**src/rtl/aes_enc_round_iter.sv**
```systemverilog
// Iterative AES-128 encryption datapath: initial AddRoundKey on accept, then one
// full round per clock; round keys and S-box lookups come from external ports.
module aes_enc_round_iter (
  input  logic         clk,
  input  logic         rst,
  input  logic         in_valid,
  output logic         in_ready,
  input  logic [127:0] pt,
  output logic [3:0]   rk_idx,
  input  logic [127:0] rk,
  output logic [127:0] sub_in,
  input  logic [127:0] sub_out,
  output logic         out_valid,
  input  logic         out_ready,
  output logic [127:0] ct
);

  typedef enum logic [1:0] {IDLE, ROUND, DONE} state_t;

  state_t       state;
  logic [3:0]   rnd;
  logic [127:0] st;
  logic [127:0] sr;
  logic [127:0] mc;

  function automatic logic [7:0] xtime(input logic [7:0] x);
    return {x[6:0], 1'b0} ^ (x[7] ? 8'h1b : 8'h00);
  endfunction

  function automatic logic [31:0] mix_col(input logic [31:0] a);
    logic [7:0] a0, a1, a2, a3;
    logic [7:0] b0, b1, b2, b3;
    a0 = a[31:24];
    a1 = a[23:16];
    a2 = a[15:8];
    a3 = a[7:0];
    b0 = xtime(a0) ^ xtime(a1) ^ a1 ^ a2 ^ a3;
    b1 = a0 ^ xtime(a1) ^ xtime(a2) ^ a2 ^ a3;
    b2 = a0 ^ a1 ^ xtime(a2) ^ xtime(a3) ^ a3;
    b3 = xtime(a0) ^ a0 ^ a1 ^ a2 ^ xtime(a3);
    return {b0, b1, b2, b3};
  endfunction

  // Row r of output column c comes from input column (c+r) mod 4, same row.
  function automatic logic [127:0] shift_rows(input logic [127:0] s);
    logic [127:0] o;
    o = '0;
    for (int unsigned c = 0; c < 4; c++) begin
      for (int unsigned r = 0; r < 4; r++) begin
        o[127 - 32*c - 8*r -: 8] = s[127 - 32*((c + r) % 4) - 8*r -: 8];
      end
    end
    return o;
  endfunction

  always_comb begin
    sr = shift_rows(sub_out);
    mc = '0;
    for (int unsigned c = 0; c < 4; c++) begin
      mc[127 - 32*c -: 32] = mix_col(sr[127 - 32*c -: 32]);
    end
  end

  assign in_ready = (state == IDLE) && !rst;
  assign rk_idx   = (state == ROUND) ? rnd : '0;
  assign sub_in   = st;
  assign ct       = st;

  always_ff @(posedge clk) begin
    if (rst) begin
      state     <= IDLE;
      rnd       <= '0;
      st        <= '0;
      out_valid <= 1'b0;
    end else begin
      case (state)
        IDLE: begin
          if (in_valid) begin
            st    <= pt ^ rk;
            rnd   <= 4'd1;
            state <= ROUND;
          end
        end
        ROUND: begin
          if (rnd == 4'd10) begin
            st        <= sr ^ rk;
            out_valid <= 1'b1;
            state     <= DONE;
          end else begin
            st  <= mc ^ rk;
            rnd <= rnd + 4'd1;
          end
        end
        DONE: begin
          if (out_ready) begin
            out_valid <= 1'b0;
            state     <= IDLE;
          end
        end
        default: state <= IDLE;
      endcase
    end
  end

endmodule

```
**config.mk**
```make
export PLATFORM = sky130hd
export DESIGN_NAME = aes_enc_round_iter
export DESIGN_NICKNAME = d
export VERILOG_FILES = /design/src/rtl/aes_enc_round_iter.sv
export SDC_FILE = /design/constraint.sdc
export NUM_CORES = 1
export LEC_CHECK = 0
export ABC_AREA = 1
export CAP_MARGIN = 20
export CORE_AREA = 2 2 256 258
export CTS_BUF_LIST = sky130_fd_sc_hd__clkbuf_4
export CTS_CLUSTER_DIAMETER = 40
export DETAILED_ROUTE_END_ITERATION = 8
export DIE_AREA = 0 0 258 260
export PLACE_DENSITY = 0.53
export SYNTH_ARGS = -nofsm -noshare
export SYNTH_HDL_FRONTEND = slang
export SYNTH_SLANG_ARGS = --single-unit
```
**constraint.sdc**
```tcl
create_clock -name clk -period 5.3 [get_ports clk]
set_clock_uncertainty 0.05 [all_clocks]
set_input_delay 0.795 -clock clk [delete_from_list [all_inputs] [get_ports clk]]
set_output_delay 0.795 -clock clk [all_outputs]
set_load 0.005 [all_outputs]
```
* Word-level counts from Yosys, hierarchy flattened *
Index checks and enable logic that the tools add are counted.

storage, ports and cells
  logic and storage cells = 134
  output and inout port bits = 262
  register bits = 135

operators by class
  mux-type cells = 30
  add/subtract/negate cells = 1
  bitwise gates (word level) = 83
  reduce and logical (&&, ||, !) cells = 9
  eq/ne operators = 7

operators with widths
  kind                   count
  $xor A8 B8 Y8          64
  $xor A128 B128 Y128    3
  $mux W128              2
  $pmux W128 S2          1
  $xor A8 B5 Y8          16
  $mux W5                16
  $mux W4                3
  $reduce_and A3 Y1      3
  $pmux W4 S2            1
  $mux W2                3
  $ne A2 B2 Y1 const B   3
  $pmux W2 S3            1
  $add A4 B1 Y4 const B  1
  $eq A4 B4 Y1 const B   1
  $reduce_bool A2 Y1     2
  $eq A2 B1 Y1 const B   1
  $eq A2 B2 Y1 const B   1
  $logic_not A2 Y1       1
  $mux W1                2
  $ne A2 B1 Y1 const B   1
  $pmux W1 S2            1
  $reduce_and A2 Y1      1
  $logic_and A1 B1 Y1    1
  $logic_not A1 Y1       1

* Depth between registers and ports, before layout *
Gate-level depths: netlist of the first run.

  word-level depth = 9
  depth in mapped cells = 14
  mapped depth without buffers = 13

* Least setup slack after synthesis of the first run *
No wires, ideal clock.

  path type = input-to-output
  start point = input rst
  end point = output in_ready
  required time = 4.455 ns
  path slack = 2.815 ns
  stages on the path = 4
  arrival = 1.640 ns
  cells stage by stage = clkbuf_1 clkbuf_1 buf_1 nor3_1

between the ends
  longest elaborated chain between the ends = 2

ends and longest elaborated chain
  what                 RTL line  RTL
  from (decl)          5         input logic rst,
  $logic_not A1 Y1     64        assign in_ready = (state == IDLE) && !rst;
  $logic_and A1 B1 Y1  64
  to (decl)            7         output logic in_ready,

Every way passes these cells.

* Final worst setup path of the first run *
  start point = register state[0]
  end point = output rk_idx[0]

between the ends
  longest elaborated chain between the ends = 2

ends and longest elaborated chain
  what                    RTL line  RTL
  from (decl)             20        state_t state;
  from (signal assigned)  71        state <= IDLE;
  from (signal assigned)  81        state <= ROUND;
  from (signal assigned)  88        state <= DONE;
  $eq A2 B1 Y1            65        assign rk_idx = (state == ROUND) ? rnd : '0;
  $mux W4                 65
  to (decl)               9         output logic [3:0] rk_idx,

Every way passes these cells.

==> flow_summary.toml, run 1 <==
[die]
die_height_um = 260
chipWidth_um = 258
floorplan.die_area_um2 = 67080
design.portCount = 650
placeable_core_region_um2 = 64120
fp-row-count = 93
initial_core_util_pct = 28.03

[routing]
drt.antenna.violating_nets = 0
met3WireLength_um = 4569
drt_wl_total_um = 82280
route.layer.met1.wl_um = 36320
detailedRoute.firstPassIterationCount = 6
remaining_drc_errors = 0
wl_met2_um = 39820
route.top_layer_used = "met5"
vias = 23030
mean_number_of_vias_per_cell = 4.673
detail_route.iter0.violations = 1646
routed_wire_length_per_instance_um = 16.70

[place]
routabilityCongestion = 0.9096
io_buffers = 649
dp_hpwl_um = 64600
dpl-instance-area_um2 = 24090

[worst_setup_path]
critical_path.endpoint_type = "output port"
worstPathCellList = "inv_2, nor2_4, inv_2, nor2_1, clkdlybuf4s50_1"
critical_path.max_fanout = 28
arrival_time_worst_endpoint_ps = 2880
cp_slowest_stage_delay_ps = 660
worstSetupStartpointType = "flop"
capture_point_of_the_worst_path = "rk_idx[0]"
path_class = "reg2out"
crit_top_cell = "sky130_fd_sc_hd__inv_2"
timing.reg2reg.setup_slack_ps = 2240
rr_startpoint = "state[0]"
cpMaxStageDelayCell = "sky130_fd_sc_hd__nor2_4"
cells_on_worst_reg2reg_path = 10
worst_setup_path_start = "state[0]"
crit_required_ps = 4450
worst_r2r_endpoint = "ct[127]"

[sta]
layout_worst_path_cycle_share_pct = 70.27
setup_repair_after_global_routing_missed_its_margin = "no"
timing.final.hold_violations = 0
slew_viol_final = 0
finalCriticalPeriod_ps = 3724
max_slew.worst_pin.slew_ps = 879.7
final.setup.tns_ps = 0
slew-limit-headroom_pct = 41.22
max_freq_mhz = 268.5
hold_ws_ps = 455.0
setup_viol_count_final = 0

[synthesis]
synth_enable_flop_cells = 0
syn_area_per_cell_um2 = 4.954
ys_flop_type = "sky130_fd_sc_hd__dfxtp_1"
yosys.area.top_type_share_pct = 35.15
synth_area_leaders = "sky130_fd_sc_hd__nand2_1, sky130_fd_sc_hd__dfxtp_1, sky130_fd_sc_hd__nand3_1, sky130_fd_sc_hd__inv_1, sky130_fd_sc_hd__nor2_1"
post_synth_inst_count = 3628
yosysWarnings = 0
mappedNetlistArea_um2 = 17970
yosys-top-cells-count = "sky130_fd_sc_hd__nand2_1, sky130_fd_sc_hd__nand3_1, sky130_fd_sc_hd__inv_1"
synth_sequential_area_ratio_pct = 15.04
library_cell_with_the_highest_instance_count_after_synthesis = "sky130_fd_sc_hd__nand2_1"
synth_cell_type_count = 27
synth.ff_latch_count = 135
synthArstFlopShare_pct = 0
synth.net_count = 4018
post-synth-top-area-cell = "sky130_fd_sc_hd__nand2_1"

[global_routing]
grt_first_pass_wirelength_um = 122700
first_global_vias = 20620
maximum_number_of_pins_on_one_net_before_global_route_repair = 95
number_of_antenna_violations_at_the_first_check_in_global_routing = 16
grt_use_total_pct = 23.69
grt-ovfl-total = 0

[clock_network]
postcts_resize_cnt = 0
clock_insertion_delay_worst_skew_ps = 760
clock_tree_buf_depth = 2
holdBufCountCts = 0
clock_tree.htree_level_count = 4
clock_tree_from_tritoncts = "built"
clk_sink_count = 135
post_cts_setup_inserts = 0
total_clock_buffers_created_by_cts = 17
root_buffer = "sky130_fd_sc_hd__clkbuf_4"
clkTransAtPathRegs_ps = 140

[run]
max_cap_viols = 0

[power]
p_leak_nw = 13.18
peakVddDrop_uv = 161.1
powerDensity_nw_per_um2 = 182.3
total_power_of_the_final_layout_mw = 4.454

[cells_and_area]
fillers = 7190
layout.core_utilization_pct = 38.11
post-route-cell-area_um2 = 24430
num-nets-final = 4435
layout-drive-gt1-share_pct = 1.971
area_delta_synth_final_pct = 35.96

[hold_path]
holdCritPathClass = "reg2reg"

[status]
status = "finished, final reports clean"
==> sequential cells by signal, indices dropped and copies added, names as in the netlist <==
| register | flops |
|---|---|
| ct | 128 |
| out_valid | 1 |
| rnd | 4 |
| state | 2 |
==> layout make-up <==
| type | instances | area [um^2] | area share (%) |
|---|---|---|---|
| multi-input combinational | 2754 | 11890 | 48.67 |
| timing repair buffer | 662 | 6641 | 27.18 |
| sequential | 135 | 2703 | 11.06 |
| inverter | 475 | 1783 | 7.297 |
| tap | 855 | 1070 | 4.378 |
| clock inverter | 14 | 173.9 | 0.7118 |
| clock buffer | 18 | 135.1 | 0.5530 |
| antenna | 15 | 37.54 | 0.1536 |
==> worst min path at each step <==
stage                     depth (start not counted)  startpoint        end  slack [ps]
final                                             2   out_valid  out_valid         460
after global routing                              2   out_valid  out_valid         470
after CTS                                         3       rk[2]      ct[2]         450
after detailed placement                          2   out_valid  out_valid         440
after global placement                            2   out_valid  out_valid         440
after floorplan                                   2   out_valid  out_valid         410
==> per-stage QoR <==
step / cells / worst slack, ps
finish: 4928 / 1576
global route: 4926 / 1360
CTS: 4913 / 1437
detailed placement: 4881 / 2190
global placement: 4881 / 2210
floorplan: 3628 / 2815
==> power breakdown <==
| group | switching (mW) | internal (mW) |
|---|---|---|
| combinational | 1.21 | 1.08 |
| sequential | 0.130 | 1.13 |
| clock | 0.561 | 0.335 |
| total | 1.90 | 2.55 |
==> placed cells by master (no fill, tap or decap) <==
cell	Yosys	routed
sky130_fd_sc_hd__a21oi_1	44	44
sky130_fd_sc_hd__a31oi_1	14	14
sky130_fd_sc_hd__buf_12	0	4
sky130_fd_sc_hd__buf_4	132	10
sky130_fd_sc_hd__bufinv_16	0	3
sky130_fd_sc_hd__clkbuf_4	0	18
sky130_fd_sc_hd__clkdlybuf4s50_1	0	648
sky130_fd_sc_hd__clkinv_1	2	3
sky130_fd_sc_hd__clkinv_2	0	1
sky130_fd_sc_hd__clkinv_4	0	3
sky130_fd_sc_hd__clkinvlp_4	0	3
sky130_fd_sc_hd__dfxtp_1	135	135
sky130_fd_sc_hd__diode_2	0	15
sky130_fd_sc_hd__ha_1	2	2
sky130_fd_sc_hd__inv_1	471	470
sky130_fd_sc_hd__inv_2	2	3
sky130_fd_sc_hd__inv_6	0	3
sky130_fd_sc_hd__nand2_1	1683	1682
sky130_fd_sc_hd__nand2_4	0	1
sky130_fd_sc_hd__nand2_8	0	1
sky130_fd_sc_hd__nand3_1	474	474
sky130_fd_sc_hd__nand3b_1	32	32
sky130_fd_sc_hd__nand4_1	7	7
sky130_fd_sc_hd__nor2_1	266	266
sky130_fd_sc_hd__nor2_4	3	3
sky130_fd_sc_hd__nor3_1	1	1
sky130_fd_sc_hd__o21ai_0	71	71
sky130_fd_sc_hd__o22ai_1	103	103
sky130_fd_sc_hd__o22ai_2	20	20
sky130_fd_sc_hd__o31ai_1	1	1
sky130_fd_sc_hd__or2_2	7	7
sky130_fd_sc_hd__xnor2_1	11	11
sky130_fd_sc_hd__xor2_1	14	14
==> per-layer routing <==
metal,GRT usage [%],up-vias
li1,-,11990
met1,30.29,10270
met2,40.94,697
met3,4.181,69
met4,6.150,4
met5,0,-
==> cell families (layout without fill, tap and decap cells) <==
group           count (synthesis)  in the layout  share of synthesized area [%]
xor+xnor                       25             25                          1.218
flops                         135            135                          15.04
buf+inv                       739           1169                          18.92
simple gates                 2474           2474                          55.98
fa+ha+maj                       2              2                         0.1392
other cells                     0             15                              0
compound gates                253            253                          8.709
==> worst max-delay path, delay by kind of cell, from the launching register on <==
kind          cells  cell delay, ps
simple gates      2             860
buf+inv           3             860
flops             1             390
(Power assumes the default switching activity.)
==> run 2, diff against run 1 <==
==> constraint.sdc (replaced) <==
create_clock -name clk -period 3.8 [get_ports clk]
set_clock_uncertainty 0.05 [all_clocks]
set_input_delay 0.57 -clock clk [delete_from_list [all_inputs] [get_ports clk]]
set_output_delay 0.57 -clock clk [all_outputs]
set_load 0.005 [all_outputs]
==> run 2 against run 1 <==
Net effect:
- global-route usage decreased by 0.16 points
- routed wire length decreased by 1.3%
- first-iteration DRC count decreased by 6.0%
- final cell count increased by 0.22%
- register-to-register slack got worse by 1100 ps
- largest power group unchanged
==> flow_summary.toml, run 2 (synthesis gave the netlist of run 1 again) <==
[die]
initial_core_util_pct = 28.03
placeable_core_region_um2 = 64120
die_height_um = 260
chipWidth_um = 258
fp-row-count = 93
floorplan.die_area_um2 = 67080
design.portCount = 650

[cells_and_area]
final_cell_mix = "sky130_fd_sc_hd__nand2_1, sky130_fd_sc_hd__clkdlybuf4s50_1, sky130_fd_sc_hd__nand3_1, sky130_fd_sc_hd__inv_1, sky130_fd_sc_hd__nor2_1"
finalNonFillerCells = 4939
layout-drive-gt1-share_pct = 2.260
num-nets-final = 4448
area_delta_synth_final_pct = 36.56
final_common_cell = "sky130_fd_sc_hd__nand2_1"
largest_register_ff_count = 128

[hold_path]
holdCritPathClass = "in2reg"

[global_routing]
maximum_number_of_pins_on_one_net_before_global_route_repair = 90
grt-ovfl-total = 0
grt_use_total_pct = 23.53
grt_first_pass_wirelength_um = 122600
number_of_antenna_violations_at_the_first_check_in_global_routing = 16
first_global_vias = 20840

[power]
powerDensity_nw_per_um2 = 251.0
p_leak_nw = 13.25
peakVddDrop_uv = 201.8

[sta]
final.setup.tns_ps = 0
slew-limit-headroom_pct = 49.61
slew_viol_final = 0
max_freq_mhz = 308.9
layout_worst_path_cycle_share_pct = 85.20
setup_repair_after_global_routing_missed_its_margin = "no"
hold_ws_ps = 204.8
setup_viol_count_final = 0
finalCriticalPeriod_ps = 3238
timing.final.hold_violations = 0
max_slew.worst_pin.slew_ps = 754.7

[clock_network]
clk_sink_count = 135
clock_tree_from_tritoncts = "built"
total_clock_buffers_created_by_cts = 17
clock_insertion_delay_worst_skew_ps = 750
postcts_resize_cnt = 0
root_buffer = "sky130_fd_sc_hd__clkbuf_4"
clkTransAtPathRegs_ps = 140
post_cts_setup_inserts = 0
holdBufCountCts = 0
clock_tree_buf_depth = 2
clock_tree.htree_level_count = 4

[routing]
remaining_drc_errors = 0
vias = 23020
drt_wl_total_um = 81230
mean_number_of_vias_per_cell = 4.661
detailedRoute.firstPassIterationCount = 8
routed_wire_length_per_instance_um = 16.45
drt.antenna.violating_nets = 0
detail_route.iter0.violations = 1547

[place]
place.detailed.instances = 4894
io_buffers = 649
dp_hpwl_um = 64710
routabilityCongestion = 0.8937

[worst_setup_path]
critical_path.max_fanout = 16
crit_required_ps = 3180
arrival_time_worst_endpoint_ps = 2620
critical_path.endpoint_type = "output port"
worstSetupStartpointType = "flop"
path_class = "reg2out"

[run]
max_cap_viols = 0

[status]
status = "finished, final reports clean"
## run 2: changes by cell type in the layout (fill, tap and decap cells not counted)
cell,delta
sky130_fd_sc_hd__buf_12,+2
sky130_fd_sc_hd__buf_4,+11
sky130_fd_sc_hd__clkbuf_4,+1
sky130_fd_sc_hd__clkinv_1,+1
sky130_fd_sc_hd__clkinv_2,+1
sky130_fd_sc_hd__diode_2,-2
sky130_fd_sc_hd__inv_6,-3
## run 2: metrics by stage
step	utilization, %	setup WS, ps	cell area (um^2)	total power [mW]
after floorplan	-	1765	17970	3.579
after global placement	37.76	1050	24210	4.996
after detailed placement	37.76	1048	24210	4.997
after CTS	38.23	408.8	24510	6.257
after global routing	38.28	348.5	24540	6.684
final	38.28	562.3	24540	6.159
## run 2: worst paths after layout
check / start / to / slack [ps] / cells after the start
setup / recovery: state[0] / rk_idx[0] / 560 / 5
hold reg to reg: out_valid / out_valid / 440 / 2
hold / removal: rst / rnd[1] / 200 / 2
setup reg to reg: state[0] / ct[29] / 1180 / 10
## run 2: metal layers
metal	share of wire (%)	track usage, %	vias to the layer above	wire length [um]
li1	-	-	12030	-
met1	44	29.08	10220	35440
met2	48	40.82	686	39080
met3	5.7	4.483	82	4658
met4	2.5	7.916	4	2017
met5	0.038	0	-	31
## run 2: critical path: stages, from the launching register on
cell and delay, ps:
sky130_fd_sc_hd__dfxtp_1 380, sky130_fd_sc_hd__inv_2 70, sky130_fd_sc_hd__nor2_4 430, sky130_fd_sc_hd__inv_2 200, sky130_fd_sc_hd__nor2_1 220, sky130_fd_sc_hd__clkdlybuf4s50_1 570
## run 2: report_power, final
group,total (mW),internal [mW],switching (mW)
Sequential,1.76,1.58,0.178
Combinational,3.20,1.52,1.68
Clock,1.20,0.465,0.733
Total,6.16,3.57,2.59
## run 2: layout make-up
type | count | area, um^2
Clock buffer | 19 | 142.6
Sequential cell | 135 | 2703
Timing Repair Buffer | 675 | 6764
Tap cell | 855 | 1070
Inverter | 475 | 1783
Antenna cell | 13 | 32.53
Clock inverter | 13 | 156.4
Fill cell | 7159 | 39570
Multi-Input combinational cell | 2754 | 11890
